**src/rtl/sdram_wr_port.sv**
```systemverilog
// sdram_wr_port: responder for the drawing pipeline's framebuffer write request.
// One 4-pixel request is captured in IDLE and issued to the SDRAM controller as
// a single 4-beat write burst. The requester gets a one-cycle done pulse back.
// Error status and a completed-request counter are kept for the debug LEDs.

module sdram_wr_port #(
    parameter int unsigned TIMEOUT = 1023
) (
    input  logic        clk,
    input  logic        rst,

    input  logic        iSDRAM_Wr_Req,
    input  logic [23:0] iSDRAM_Wr_Addr,
    input  logic [15:0] iSDRAM_Wr_Data1,
    input  logic [15:0] iSDRAM_Wr_Data2,
    input  logic [15:0] iSDRAM_Wr_Data3,
    input  logic [15:0] iSDRAM_Wr_Data4,
    output logic        oSDRAM_Wr_Done,

    output logic        oCtl_Cmd_Valid,
    input  logic        iCtl_Cmd_Ready,
    output logic [23:0] oCtl_Addr,
    input  logic        iCtl_Data_Req,
    output logic [15:0] oCtl_Wr_Data,
    input  logic        iCtl_Done,

    output logic        oErr_Align,
    output logic        oErr_Timeout,
    output logic        oErr_Proto,
    output logic [15:0] oWr_Count
);

    // The timeout counter must be able to hold TIMEOUT itself.
    localparam int unsigned TW = (TIMEOUT < 2) ? 1 : $clog2(TIMEOUT + 1);

    // The counter value during the last BURST cycle before an abort.
    localparam logic [TW-1:0] TMO_LAST = TW'(TIMEOUT - 1);

    typedef enum logic [2:0] {
        S_IDLE,
        S_CMD,
        S_BURST,
        S_ACK,
        S_RELEASE
    } state_t;

    state_t         state;
    state_t         next_state;

    logic [15:0]    words [4];
    logic [2:0]     beat;
    logic [2:0]     beat_after;
    logic [TW-1:0]  tmo_cnt;
    logic [1:0]     beat_idx;

    logic           accept;
    logic           cmd_taken;
    logic           timed_out;
    logic           proto_fault;

    // Next-state decode plus single-cycle event strobes for the datapath.
    always_comb begin
        next_state  = state;
        accept      = 1'b0;
        cmd_taken   = 1'b0;
        timed_out   = 1'b0;
        proto_fault = 1'b0;
        beat_after  = beat;

        case (state)
            S_IDLE: begin
                if (iSDRAM_Wr_Req) begin
                    accept     = 1'b1;
                    next_state = S_CMD;
                end
            end

            S_CMD: begin
                if (iCtl_Cmd_Ready) begin
                    cmd_taken  = 1'b1;
                    next_state = S_BURST;
                end
            end

            S_BURST: begin
                if (iCtl_Data_Req && (beat < 3'd4)) begin
                    beat_after = beat + 3'd1;
                end
                if (iCtl_Done) begin
                    // A same-cycle data request still counts toward the 4 beats.
                    proto_fault = (beat_after < 3'd4);
                    next_state  = S_ACK;
                end else if (tmo_cnt == TMO_LAST) begin
                    timed_out  = 1'b1;
                    next_state = S_ACK;
                end
            end

            S_ACK: begin
                next_state = S_RELEASE;
            end

            S_RELEASE: begin
                // A request still held high must not start a second write.
                if (!iSDRAM_Wr_Req) begin
                    next_state = S_IDLE;
                end
            end

            default: begin
                next_state = S_IDLE;
            end
        endcase
    end

    // State register.
    always_ff @(posedge clk) begin
        if (rst) begin
            state <= S_IDLE;
        end else begin
            state <= next_state;
        end
    end

    // Capture the request address (aligned to a 4-word burst) and the four data words.
    always_ff @(posedge clk) begin
        if (rst) begin
            oCtl_Addr <= '0;
            for (int i = 0; i < 4; i++) begin
                words[i] <= '0;
            end
        end else if (accept) begin
            oCtl_Addr <= {iSDRAM_Wr_Addr[23:2], 2'b00};
            words[0]  <= iSDRAM_Wr_Data1;
            words[1]  <= iSDRAM_Wr_Data2;
            words[2]  <= iSDRAM_Wr_Data3;
            words[3]  <= iSDRAM_Wr_Data4;
        end
    end

    // Beat index and abort timer, both restarted when the controller takes the command.
    always_ff @(posedge clk) begin
        if (rst) begin
            beat    <= '0;
            tmo_cnt <= '0;
        end else if (cmd_taken) begin
            beat    <= '0;
            tmo_cnt <= '0;
        end else if (state == S_BURST) begin
            beat    <= beat_after;
            tmo_cnt <= tmo_cnt + TW'(1);
        end
    end

    // Registered handshake outputs derived from the state being entered.
    always_ff @(posedge clk) begin
        if (rst) begin
            oCtl_Cmd_Valid <= 1'b0;
            oSDRAM_Wr_Done <= 1'b0;
        end else begin
            oCtl_Cmd_Valid <= (next_state == S_CMD);
            oSDRAM_Wr_Done <= (next_state == S_ACK);
        end
    end

    // Sticky error flags, cleared only by reset.
    always_ff @(posedge clk) begin
        if (rst) begin
            oErr_Align   <= 1'b0;
            oErr_Timeout <= 1'b0;
            oErr_Proto   <= 1'b0;
        end else begin
            if (accept && (iSDRAM_Wr_Addr[1:0] != 2'b00)) begin
                oErr_Align <= 1'b1;
            end
            if (timed_out) begin
                oErr_Timeout <= 1'b1;
            end
            if (proto_fault) begin
                oErr_Proto <= 1'b1;
            end
        end
    end

    // Completed-request counter; aborted bursts count too, and it wraps naturally.
    always_ff @(posedge clk) begin
        if (rst) begin
            oWr_Count <= '0;
        end else if (next_state == S_ACK) begin
            oWr_Count <= oWr_Count + 16'd1;
        end
    end

    // Past the fourth beat the last word is held on the bus.
    always_comb begin
        beat_idx = (beat >= 3'd4) ? 2'd3 : beat[1:0];
    end

    assign oCtl_Wr_Data = words[beat_idx];

endmodule

```
**config.mk**
```make
export PLATFORM = sky130hd
export DESIGN_NAME = sdram_wr_port
export DESIGN_NICKNAME = d
export VERILOG_FILES = /design/src/rtl/sdram_wr_port.sv
export SDC_FILE = /design/constraint.sdc
export NUM_CORES = 1
export LEC_CHECK = 0
export BUFFER_PORTS_ARGS = -buffer_cell sky130_fd_sc_hd__buf_2
export CAP_MARGIN = 0
export CORE_ASPECT_RATIO = 0.8
export CORE_MARGIN = 1
export CORE_UTILIZATION = 35
export CTS_BUF_LIST = sky130_fd_sc_hd__clkbuf_4
export DETAILED_ROUTE_END_ITERATION = 10
export GPL_TIMING_DRIVEN = 0
export PLACE_DENSITY_LB_ADDON = 0.1
export SLEW_MARGIN = 25
export SYNTH_ARGS = -nofsm -noshare
export SYNTH_HDL_FRONTEND = slang
export SYNTH_SLANG_ARGS = --single-unit
```
**constraint.sdc**
```tcl
create_clock -name clk -period 4.25 [get_ports clk]
set_input_delay 0.425 -clock clk [delete_from_list [all_inputs] [get_ports clk]]
set_output_delay 0.425 -clock clk [all_outputs]
set_load 0.01 [all_outputs]
```
Yosys cells after proc, flatten, opt, wreduce, memory -nomap -nowiden
Memories as Yosys holds them, arrays and structs flattened.
Cells that the tools add are included.
{"block": "classes", "n_eq_ne": 7, "mux": 27, "n_lt_le_gt_ge": 3, "n_addsub": 3, "n_bitwise": 4, "n_reduce_logical": 5}
{"cell": "$mux W16", "count": 4}
{"cell": "$mux W3", "count": 7}
{"cell": "$add A16 B1 Y16 const B", "count": 1}
{"cell": "$pmux W3 S5", "count": 1}
{"cell": "$mux W1", "count": 14}
{"cell": "$add A10 B1 Y10 const B", "count": 1}
{"cell": "$eq A10 B10 Y1 const B", "count": 1}
{"cell": "$eq A3 B2 Y1 const B", "count": 3}
{"cell": "$eq A3 B1 Y1 const B", "count": 2}
{"cell": "$lt A3 B3 Y1 const B", "count": 2}
{"cell": "$or A1 B1 Y1", "count": 4}
{"cell": "$add A3 B1 Y3 const B", "count": 1}
{"cell": "$eq A3 B3 Y1 const B", "count": 1}
{"cell": "$ge A3 B3 Y1 const B", "count": 1}
{"cell": "$logic_not A3 Y1", "count": 1}
{"cell": "$logic_and A1 B1 Y1", "count": 2}
{"cell": "$mux W2", "count": 1}
{"cell": "$reduce_bool A2 Y1", "count": 1}
{"cell": "$reduce_or A2 Y1", "count": 1}
{"block": "word_totals", "ff_bits": 59, "elab_cells": 60, "mem_bits_rw": 64, "mem_count": 1}
{"name": "words", "words": 4, "word_bits": 16, "rd": 1, "rd_ports_with_merged_regs": 0, "write_ports": 4, "line_no": "50", "rtl": "logic [15:0] words [4];"}

Logic depth before layout (Yosys ltp)
Gate-level depths: netlist of run 1.
{"block": "logic_depth", "ltp_word": 7, "depth_mapped": 7, "depth_no_buf": 6}

Worst setup path before layout of run 1
OpenSTA, ideal clock, no wires.
{"block": "synth_timing", "path_type": "input to register", "from": "input rst", "to": "memory words[0][0] (enable)", "path_slack_ps": 1200, "arrival_ps": 2617, "n_path_buf": 2, "stages": 3, "path_cell_list": "clkbuf_1 clkbuf_1 nand2b_1"}
{"element": "start: declaration", "line_no": "10", "rtl": "input logic rst,"}
{"element": "end: declaration", "line_no": "50"}

Final worst setup path of run 1
{"block": "layout_timing", "from": "register beat[0]", "to": "output oCtl_Wr_Data[14]"}
{"block": "layout_via", "elab_chain_len": 3}
{"element": "start: declaration", "line_no": "51", "rtl": "logic [2:0] beat;"}
{"element": "start signal: assignment", "line_no": "150", "rtl": "beat <= beat_after;"}
{"element": "$ge A3 B3 Y1", "line_no": "196", "rtl": "beat_idx = (beat >= 3'd4) ? 2'd3 : beat[1:0];"}
{"element": "$mux W2 (*)", "line_no": "196"}
{"element": "$mem_v2 Z4 W16 (*)"}
{"element": "end: declaration", "line_no": "24", "rtl": "output logic [15:0] oCtl_Wr_Data,"}
Every way passes the cells marked *; elsewhere a longest branch is shown, timed or not.

==> summary.md, run 1 <==
Number of endpoints with negative hold slack in the final report: 0. Startpoint type of the worst setup path: a register. Number of warnings printed during yosys synthesis: 0. The die is 115 µm tall. After clock tree synthesis, the setup repair step added 0 buffers. Total vias in the final route: 4307. The main combinational cell family by area after synthesis is simple AND/OR/NAND/NOR gates.

The depth of the worst register-to-register path came out at 5. For the static power due to leakage, the log shows 2.86 nW. The capturing point of the worst reg2reg path was words[1][2]. The top-area cell type share of the netlist area is 34.6%, and the complex-gate fraction of the synthesized area is 9.69%.

The biggest cell delay along the critical path was 470 ps; the post-detailed-placement half-perimeter wirelength was 9.86 mm. The count of max-cap constraint violations is 0, and the detail-routed net length per standard cell is 14.8 µm. The power density normalized to cell area works out to 360 nW/µm². TritonCTS built the clock tree. In the finished design, the share of the clock period the worst path needs comes to 72.0%.

The CTS root buffer is clkbuf_4. The switching part of the total power was 25.4%; the via count normalized by instance count was 4.68. The signal on the critical path passes through buf_2 -> nor2_1 -> buf_2 -> buf_1 -> a211oi_1 -> a21oi_1 -> buf_2. The worst supply voltage drop on vdd was 0.199 mV; the clock skew after layout was 15.2 ps. For met1 alone, demand over resource in global routing was 24.4%. The initial antenna violation count came out at 1.

For the pin with the worst max-slew slack, the measured transition is 807 ps. Sorting the synthesized cells by how often they occur yields 68 x and2_1, 64 x edfxtp_1, 59 x dfxtp_1, 58 x nand2_1, 53 x a21oi_1. The tools report the total global-route track usage as 17.3%. In this run the tightest slew margin relative to its limit is 46.2%. Critical path endpoint category: an output pin.

After global routing the overflow that remains totals 0. Final-stage net count: 795. The number of buffers created by CTS was 17.

Setup repair after global routing left no endpoint under its margin. The tools report the capture point of the worst path as oCtl_Wr_Data[14]. For this run, design rule violations remaining after detail routing come to 0.

Averaged over all synthesized cells, the footprint is 10.6 µm². Once the floorplan was initialized, standard cells occupied 36.4% of the core. The largest individual stage delay along the critical path comes from the cell buf_1. The synthesized design contains 123 register bits. Data arrives at the worst endpoint at 2640 ps. Counting along the longest clock path gives a buffer depth of 2.

The run gives 6.11% as the global-route met3 utilization. The most used standard cell by instance count after synthesis was and2_1. The worst endpoint required time was 3830 ps. Global routing consumed, on the met2 layer, 24.8% of the routing resources. The clock network is responsible for 32.3% of the overall power. The startpoint of the worst setup timing path is beat[0]. Counting both buffers and inverters, the worst setup path holds a total of 4.

In this run the horizontal extent of the chip is 143 µm. The number of global-route vias before repair is 4098. The run gives 155 as the number of I/O pins. Measured against the total synthesized area, the mux share comes to 5.72%. Setup total negative slack on the finished layout was measured at 0 ps. After synthesis, flip-flops and latches occupy 55.9% of the total area. Routability-driven placement finished with a final weighted congestion of 0.798.

The multi-input gate area in the final layout came out at 2250 µm². Setup violations remaining at the end of the flow were counted as 0. The deepest level of the CTS H-tree was 4. Ranked by total cell area, the synthesized netlist is headed by edfxtp_1 35%, dfxtp_1 21%, and2_1 7.7%. For this run, asynchronously set or reset flops after synthesis account for 0%.

The count of fill cells added during filler insertion is 1541, and the cell count after synthesis is 524. Sequential cells account for 55.4% of the total power. Entering global routing, the biggest net connects 52 pins. Post-CTS repair changed the size of 0 cells. The critical path runs through a total of 7 cells. The run gives 3100 µm² as the area taken by flip-flops and latches. The run gives 5550 µm² as the post-synthesis cell area. Worst setup path category: register to output pin.

The floorplan has 40 rows. For this run, the top clock speed supported by timing is 327 MHz. The tightest min-delay check is of the primary input to register type. The final critical path time including I/O delays and setup was 3060 ps. The share of cells above drive strength 1 was 30.7%. In this run the remaining antenna-violating nets after routing total 0.

The run finished with clean final reports. Across all hold checks on the routed design, the worst slack comes to 128 ps. The number of synthesized flops with an enable pin was 64. In this run the most used layer during global routing was met2. Most prevalent standard cell on the critical path: buf_2. The tools report the standard cell core area as 15300 µm².

The commonest register cell after synthesis is edfxtp_1. The utilization after layout was 45.0%; the share of total power in combinational logic was 12.3%. Clock-pin slew was measured on the worst setup and hold paths at 100 ps.

The count of different cell masters after synthesis is 50, and the die area is 16400 µm². The design internal power is 1.85 mW. The critical register-to-register path startpoint was state[2]. DRC violation total after the first TritonRoute iteration: 141.

The number of hold buffers added after cts is 0, and the share of synthesized cell area in full adder, half adder and majority cells is 1.13%. The run gives 4 as the detailed-routing iteration count for the pre-antenna-repair pass. The simple-gate area share of the yosys netlist was 22.4%; the worst setup slack for register-to-register paths was 2120 ps. The first global-routing pass estimated 21.2 mm of wire. The tools report the number of clock sinks as 123. The run gives 0 as the final max-slew violation count.

The run gives 630 µW as the reported net switching power. Buffers placed on the I/O ports in this run total 151. From synthesis to final layout, the design area changed by 23.9%. In this run the worst path has a maximum fanout of 10.

Summing the areas of all xor and xnor instances in the mapped netlist gives 1.42% of the synthesized area. The biggest area contributor in the post-synthesis netlist is edfxtp_1. The tools report the detailed-route wire length as 13.6 mm. The insertion delay to the later sink of the worst-skew pair is 520 ps. Broken down by cell family, the worst path's largest delay share belongs to buffers and inverters.
==> flip-flops by register name (all words and copies together), names as in the netlist <==
register and cells:
oCtl_Cmd_Valid 1, oErr_Proto 1, beat 3, oErr_Align 1, state 3, oSDRAM_Wr_Done 1
words 64, oWr_Count 16, tmo_cnt 10, oCtl_Addr 22, oErr_Timeout 1
==> final cells by class <==
type                       instances  share of cell area [%]
timing repair buffer             152                    11.4
tap                              210                    3.82
buffer                            37                    2.60
multi-input combinational        358                    32.8
sequential                       123                    45.1
antenna                            1                  0.0364
clock inverter                    10                    1.46
clock buffer                      22                    2.40
inverter                           7                   0.382
==> stage by stage <==
step	setup WS, ps	instances	power [mW]	cell area (µm²)
final	1190	920	2.48	6880
after global routing	901	919	2.61	6870
after CTS	1090	919	2.51	6870
after detailed placement	1690	887	1.71	6610
after global placement	129	886	1.70	6570
after floorplan	1200	525	1.57	5560
==> tightest hold or removal path, delay by kind of cell <==
family                 cells  cell delay [ps]
AOI/OAI and AO/OA          1               50
and+or+nand+nor            1               40
buffers and inverters      1               90
==> cell families after synthesis <==
group / count (synthesis)
DFF: 123
other: 1
muxes: 30
and+or+nand+nor: 224
adders and majority gates: 5
xor gates and xnor gates: 9
AOI/OAI and AO/OA: 88
buffers and inverters: 44
==> routing by layer <==
layer / wire [µm] / share of wire (%)
met1: 6640 / 49
met2: 6020 / 44
met3: 884 / 6.5
met4: 103 / 0.75
met5: 0 / 0
==> worst min path at each step <==
stage	start	endpoint	slack, ps	cells past startpoint
floorplan	tmo_cnt[9]	tmo_cnt[9]	450	2
global placement	oErr_Align	oErr_Align	440	2
detailed placement	oCtl_Addr[4]	oCtl_Addr[4]	450	2
CTS	iSDRAM_Wr_Addr[18]	oCtl_Addr[18]	80	3
global route	iSDRAM_Wr_Addr[18]	oCtl_Addr[18]	80	3
finish	iSDRAM_Wr_Addr[18]	oCtl_Addr[18]	130	3
==> power by group through the flow <==
| stage | sequential (mW) | combinational, mW | clock, mW |
|---|---|---|---|
| floorplan | 1.41 | 0.161 | 0 |
| global placement | 1.40 | 0.298 | 0 |
| detailed placement | 1.40 | 0.310 | 0 |
| CTS | 1.37 | 0.311 | 0.828 |
| global route | 1.38 | 0.338 | 0.894 |
| finish | 1.37 | 0.305 | 0.801 |
==> layout by cell type (no fill, tap or decap), types with 12 or more instances in the layout <==
cell / n
buf_2: 162
and2_1: 68
edfxtp_1: 64
dfxtp_1: 59
nand2_1: 58
a21oi_1: 53
nor2_1: 31
nor2b_1: 29
clkbuf_4: 22
a211oi_1: 20
clkbuf_1: 18
mux2i_1: 16
mux2_2: 12
No activity file was read; power rests on OpenSTA's default activity.
==> inputs of run 2 (changes only) <==
clock period = 2.8 ns   (was 4.25 ns; I/O delays follow)
==> run 2 against run 1 <==
Cell area up 12%. Total power up 55%. Utilization up 5.4 points. Combinational power up 83%. Final cell count up 8.9%. Critical path depth unchanged. Global-route usage up 1.2 points. Clock skew down 0.52 ps. Non-clock buffer count up 83. Routed wire length up 6.1%. Highest routed layer unchanged.
==> summary.md, run 2 (synthesized netlist as in run 1, its figures left out) <==
The worst-case setup margin in the final layout is 215 ps, and the endpoint arrival time on the critical path is 2300 ps. The tools report the final total power as 3.85 mW. STA classifies the critical path startpoint as a register.

For the final max-slew violation count, the log shows 0. The number of nets with antenna violations after detailed routing came out at 0. The startpoint identified for the worst hold timing path is iSDRAM_Wr_Data1[3].

The critical register-to-register path startpoint was state[2]. The slew at the pin with the worst max-slew slack was 744 ps. CTS placed an instance of clkbuf_4 at the clock tree root. The post-route netlist has 28.0% of its cells at a drive strength greater than 1. The logs give 0 for the antenna cell count and 600 ps for the worst setup slack for register-to-register paths. Of all nets on the critical path, the largest fanout is 10. Before antenna repair, the detailed router went through 4 iterations. The detailed router finished its first iteration with 227 violations. The routed design has 14.5 mm of wire. From bottom edge to top edge, the die measures 115 µm. After detailed routing, the average wire length per cell comes to 14.4 µm. Power spread over the standard cell area amounts to 499 nW/µm². The critical path endpoint category was an output pin. The depth of the worst register-to-register path was 5. The tools report the worst-case headroom to the max-slew limit as 49.7%. For this design the top-level I/O count stands at 155. The initial cell density of the core was 36.4%; the total vias in the final route was 4666. The insertion delay to the later sink of the worst-skew pair was 540 ps; the number of instances in the placed design was 887. The ratio of final minimum period to clock period was 92.3%. Count of fill cells added during filler insertion: 1418. The worst hold path terminates at words[0][3].

The die area was 16400 µm²; the overall die width was 143 µm. The placed instances occupy a cell area of 6600 µm². The biggest cell delay along the critical path is 330 ps. The via count normalized by instance count is 4.66, and the number of cells traversed by the worst hold path is 2. The count of max-cap constraint violations came out at 0. Setup violations remaining at the end of the flow were counted as 0. The signal on the critical path passes through buf_2 -> nor2_4 -> clkbuf_4 -> buf_2 -> a211oi_1 -> a21oi_1 -> buf_2. The first global-routing pass estimated 22.8 mm of wire. The run gives 15300 µm² as the standard cell core area. The count of port buffers added during placement works out to 151. In the global route stage, overall resource usage came out at 18.5%. The utilization after layout was 50.5%; the clock transition at the register clock pins on the worst setup and hold paths after CTS was 110 ps. In the layout the commonest cells are 162 x buf_2, 83 x dlygate4sd3_1, 68 x and2_1. The setup TNS was 0 ps; the weighted congestion reported at the end of routability-driven placement was 0.777. The H-tree was split into 4 levels. Setup repair after global routing left no endpoint under its margin. The run gives 2520 ps as the worst endpoint required time.

The capturing point of the worst reg2reg path is words[1][1]. In this design, the critical path's most frequently occurring cell is buf_2. The final design instance area without fill was 7710 µm². The register containing the most flip-flops in the final layout was words. The largest registers in the layout are words (64), oCtl_Addr (22), oWr_Count (16). Compared with the post-synthesis result, the final layout area differs by 38.8%. IR analysis of the VDD net gives a maximum drop of 0.237 mV.

The logs give 123 for the number of clock sinks and 40 for the count of standard-cell rows. Timing would allow up to 387 MHz. The logs give 0 for the number of endpoints with negative hold slack in the final report and 52.6 ps for the worst hold margin. Buffers inserted during clock tree synthesis total 17. After the last flow step, the layout net total stands at 878.

TritonCTS built the clock tree. The clock skew after layout came out at 14.7 ps. For the initial antenna violation count, the log shows 0. The path category of the worst min-delay check is primary input to register. Final cell count without fillers: 1002.

The run finished with clean final reports. In this run the static leakage power is 3.21 nW. The final critical path time including I/O delays and setup was 2580 ps.

The number of global-route vias before repair came out at 4590. The maximum buffer depth of the clock tree was 2. After detailed routing, the number of remaining DRC violations is 0. Post-place setup slack: 394 ps.

For this design, the slowest cell found on the critical path is dfxtp_1. The remaining global-route overflow was 0. Number of flip-flops under the largest register name: 64.

After legalization and detailed placement, the total HPWL measured 10.0 mm. The worst setup path category is register to output pin. The library cell used most frequently in the layout, excluding fill and tap cells, is buf_2. Entering global routing, the biggest net connects 42 pins.
run 2: worst max-delay path by stage:
stage | from | endpoint | slack, ps | depth (start not counted)
2_1_floorplan | state[2] | words[0][0] | 460 | 4
3_3_place_gp | rst | words[1][4] | -110 | 3
3_5_place_dp | beat[0] | oCtl_Wr_Data[12] | 390 | 7
4_1_cts | beat[0] | oCtl_Wr_Data[12] | 50 | 5
5_1_grt | beat[0] | oCtl_Wr_Data[12] | 20 | 7
6_report | beat[0] | oCtl_Wr_Data[12] | 220 | 7
run 2: timing repair:
action,4_1_cts,5_1_grt
hold buffers,77,6
resized for setup,2,5
setup endpoints to repair,10,14
hold endpoints to repair,78,6
buffers inserted,0,0
run 2: critical path, delay by kind of cell, from the launching register on:
kind / cells / cell delay [ps]
compound gates: 2 / 380
buf+inv: 4 / 890
flops: 1 / 330
simple gates: 1 / 170
run 2: final cells by class:
cell class,count,area (µm²),share of cell area (%)
plain buffers,37,185,2.40
flip-flops and latches,123,3100,40.3
repair buffers,235,1610,20.8
clock buffers,18,135,1.75
multi-input cells,358,2260,29.4
inverters,7,26.3,0.341
clock inverters,14,126,1.64
well taps,210,263,3.41
run 2: per-layer routing:
layer / track usage, % / vias up / part of all wire [%]
met2: 29.0 / 115 / 46
met3: 5.40 / 10 / 4.8
met1: 24.6 / 2190 / 48
met5: 0 / - / 0
li1: - / 2351 / -
met4: 5.45 / 0 / 0.93
run 2: power by group:
| group | total, mW | leakage [nW] | switching, mW | internal (mW) |
|---|---|---|---|---|
| combinational | 0.558 | 1.89 | 0.286 | 0.272 |
| clock | 1.21 | 0.149 | 0.680 | 0.526 |
| sequential | 2.08 | 1.17 | 0.0435 | 2.04 |
| total | 3.85 | 3.21 | 1.01 | 2.84 |
==> inputs of run 3 (changes only) <==
HOLD_SLACK_MARGIN = 0.1   (was unset)
REMOVE_ABC_BUFFERS = 1   (was unset)
==> run 3 against run 2 <==
Non-clock buffer count shrank 24. Routed wire length shrank 7.7%. Sequential power is essentially flat. Flip-flop and latch count is the same. Worst hold slack gained 120 ps. Critical path depth shrank 2. Clock skew shrank 0.87 ps. Die area is the same. Utilization grew 0.58 points. Final cell count shrank 2.3%.
==> summary.md, run 3 (synthesized netlist as in run 1, its figures left out) <==
The worst path in the final design needs a cycle of 2600 ps, including I/O delays and setup. The depth of the critical timing path with buffers and inverters included was 5; the multi-input gate area in the final layout was 2300 µm². The tools report the remaining design rule violation count as 0. In the final layout, the share of cells above drive strength 1 is 27.7%.

Dividing the detail-routed via count by the number of cells gives 4.61. Measured along the y axis, the die boundary spans 115 µm. Startpoint of the worst setup timing path: state[1].

The remaining global-route overflow was 0; the detail-routed net length per standard cell was 13.6 µm. The run gives 203 ps as the worst-case setup margin in the final layout. Summing all placed instances gives a cell area of 6530 µm². The clock transition at the register clock pins on the worst setup and hold paths after CTS was 110 ps. The register with the most flip-flops in the layout has 64 of them. The buffers inserted during post-CTS setup optimization was 0.

After legalization and detailed placement, the total HPWL measured 8.06 mm. In this design, the stage delay of the slowest critical-path cell is 560 ps. The final max-slew violation count is 0, and the worst setup slack for register-to-register paths is 200 ps. The most frequent standard cell in the layout excluding fill and tap cells is buf_2.

The maximum fanout count along the critical path is 16, and the maximum buffer depth of the clock tree is 2. The number of cells on the worst reg-to-reg path is 5. In this run, the number of DRC markers left after iteration 0 of detailed routing was 181. The count of fill cells added during filler insertion is 1391.

For the initial antenna violation count, the log shows 0. The tools report the final design instance area without fill as 7800 µm². The largest registers in the layout are words (64), oCtl_Addr (22), oWr_Count (16). For this block, the via count after detailed routing is 4509. The startpoint identified for the worst hold timing path is iCtl_Cmd_Ready. Setup repair after global routing left no endpoint under its margin. The tools report the area taken by flip-flops and latches as 3100 µm².

The CTS root buffer is clkbuf_4. In the final design database the tool counted 855 nets. The worst path buffer plus inverter count came out at 1.

Clock tree synthesis inserted a total of 17 buffers. Entering global routing, the biggest net connects 65 pins. For the number of endpoints with negative hold slack in the final report, the log shows 0. The critical path ends at oWr_Count[11]. At the worst endpoint, the arrival time is 3010 ps. For this design the top-level I/O count stands at 155. The tools report the highest clock frequency the design can meet as 385 MHz. The top cell types in the final layout, fill and taps aside, are 152 x buf_2, 91 x dlygate4sd3_1, 68 x and2_1.

Buffers placed on the I/O ports in this run total 152. The path category of the worst min-delay check is primary input to register. The kind of cell with the highest combined delay along the critical path is simple AND/OR/NAND/NOR gates. At the end of routability-driven placement, the weighted congestion stood at 0.749. Detailed-routing iteration count for the pre-antenna-repair pass: 4. Dividing the final minimum period by the clock period gives 92.8%. Overall die width: 143 µm. The setup path with the least slack is of type register to register.

The H-tree was split into 4 levels. The startpoint identified for the worst register-to-register timing path is state[1]. For the total global-route track usage, the log shows 16.9%.

The worst register-to-register path ends at oWr_Count[11]. For this block, the routed nets add up to 13.4 mm of wire. Once the floorplan was initialized, standard cells occupied 36.4% of the core.

Startpoint type of the worst setup path: a register. For the worst-case headroom to the max-slew limit, the log shows 51.0%. The register containing the most flip-flops in the final layout was words. In this run the core area contains 40 standard-cell rows. The logs give -131 ps for the post-place setup slack and 16400 µm² for the die area. The run finished with clean final reports. The region available for standard cell placement spans 15300 µm². CTS saw 123 sinks. Cells fill 51.1% of the core in the end. The worst setup path is captured at a register. The signal on the critical path passes through nor4bb_2 -> buf_2 -> nand4_4 -> a2111oi_1 -> mux2_1. The cell with the largest stage delay on the worst path was dfxtp_1.

The worst-case IR drop observed on VDD is 0.283 mV. Wire length of the first global-routing pass: 21.0 mm. Dividing total power by cell area gives a power density of 525 nW/µm². The insertion delay to the later sink of the worst-skew pair came out at 510 ps. From synthesis to final layout, the design area changed by 40.4%.

0 antenna diodes ended up in the layout. The total setup violations reported at the end of the flow was 0; the count of max-cap constraint violations was 0. At the pin with the least slew margin, the transition time is 732 ps. The analysis attributes to cell leakage a power of 3.22 nW. Clock skew on the completed layout was measured at 13.8 ps. The detail route stage leaves a number of antenna-violating nets equal to 0.

The number of global-route vias before repair is 4281. TritonCTS built the clock tree. For the worst setup path, the data required time is 3210 ps.
[run 3: area by class of cell]
type | instances | area share (%)
sequential | 123 | 39.8
timing repair buffer | 248 | 22.6
tap | 210 | 3.37
inverter | 7 | 0.337
multi-input combinational | 359 | 29.5
clock buffer | 18 | 1.73
clock inverter | 14 | 2.58
[run 3: tightest hold or removal path, stage by stage]
cell     delay (ps)
buf_2           100
a21oi_1          60
o211a_1         190
[run 3: worst min-delay path by stage]
stage	slack, ps	cells past startpoint	end
6_report	170	3	oCtl_Cmd_Valid
5_1_grt	120	3	oCtl_Cmd_Valid
4_1_cts	110	3	oCtl_Cmd_Valid
3_5_place_dp	440	2	oErr_Align
3_3_place_gp	430	2	oErr_Align
2_1_floorplan	350	1	oCtl_Addr[10]
[run 3: per-stage QoR]
stage | std cells | setup TNS (ps) | total power, mW | hold slack [ps]
after floorplan | 488 | -30970 | 2.35 | 349
after global placement | 850 | -104840 | 2.54 | 433
after detailed placement | 855 | -6910 | 2.57 | 440
after CTS | 979 | 0 | 4.15 | 110
after global routing | 979 | 0 | 4.30 | 115
final | 979 | 0 | 4.09 | 169
[run 3: power breakdown]
| group | switching [mW] | leakage [nW] | internal, mW | total (mW) |
|---|---|---|---|---|
| clock network | 0.667 | 0.178 | 0.798 | 1.46 |
| registers | 0.0556 | 1.17 | 2.04 | 2.09 |
| logic | 0.258 | 1.87 | 0.275 | 0.532 |
| total | 0.981 | 3.22 | 3.11 | 4.09 |
[run 3: routing by layer]
layer | global-route usage (%) | wire length (µm) | up-vias
met5 | 0 | 0 | -
met4 | 4.59 | 85 | 0
met3 | 5.40 | 496 | 6
met2 | 27.8 | 6590 | 87
met1 | 21.3 | 6190 | 2115
li1 | - | - | 2301
[run 3: what timing repair did]
| action | in CTS | in global routing |
|---|---|---|
| hold buffers | 91 | 0 |
| gates cloned | 1 | 0 |
| setup endpoints to repair | 64 | 1 |
| resized for setup | 1 | 1 |
| hold endpoints to repair | 92 | 0 |
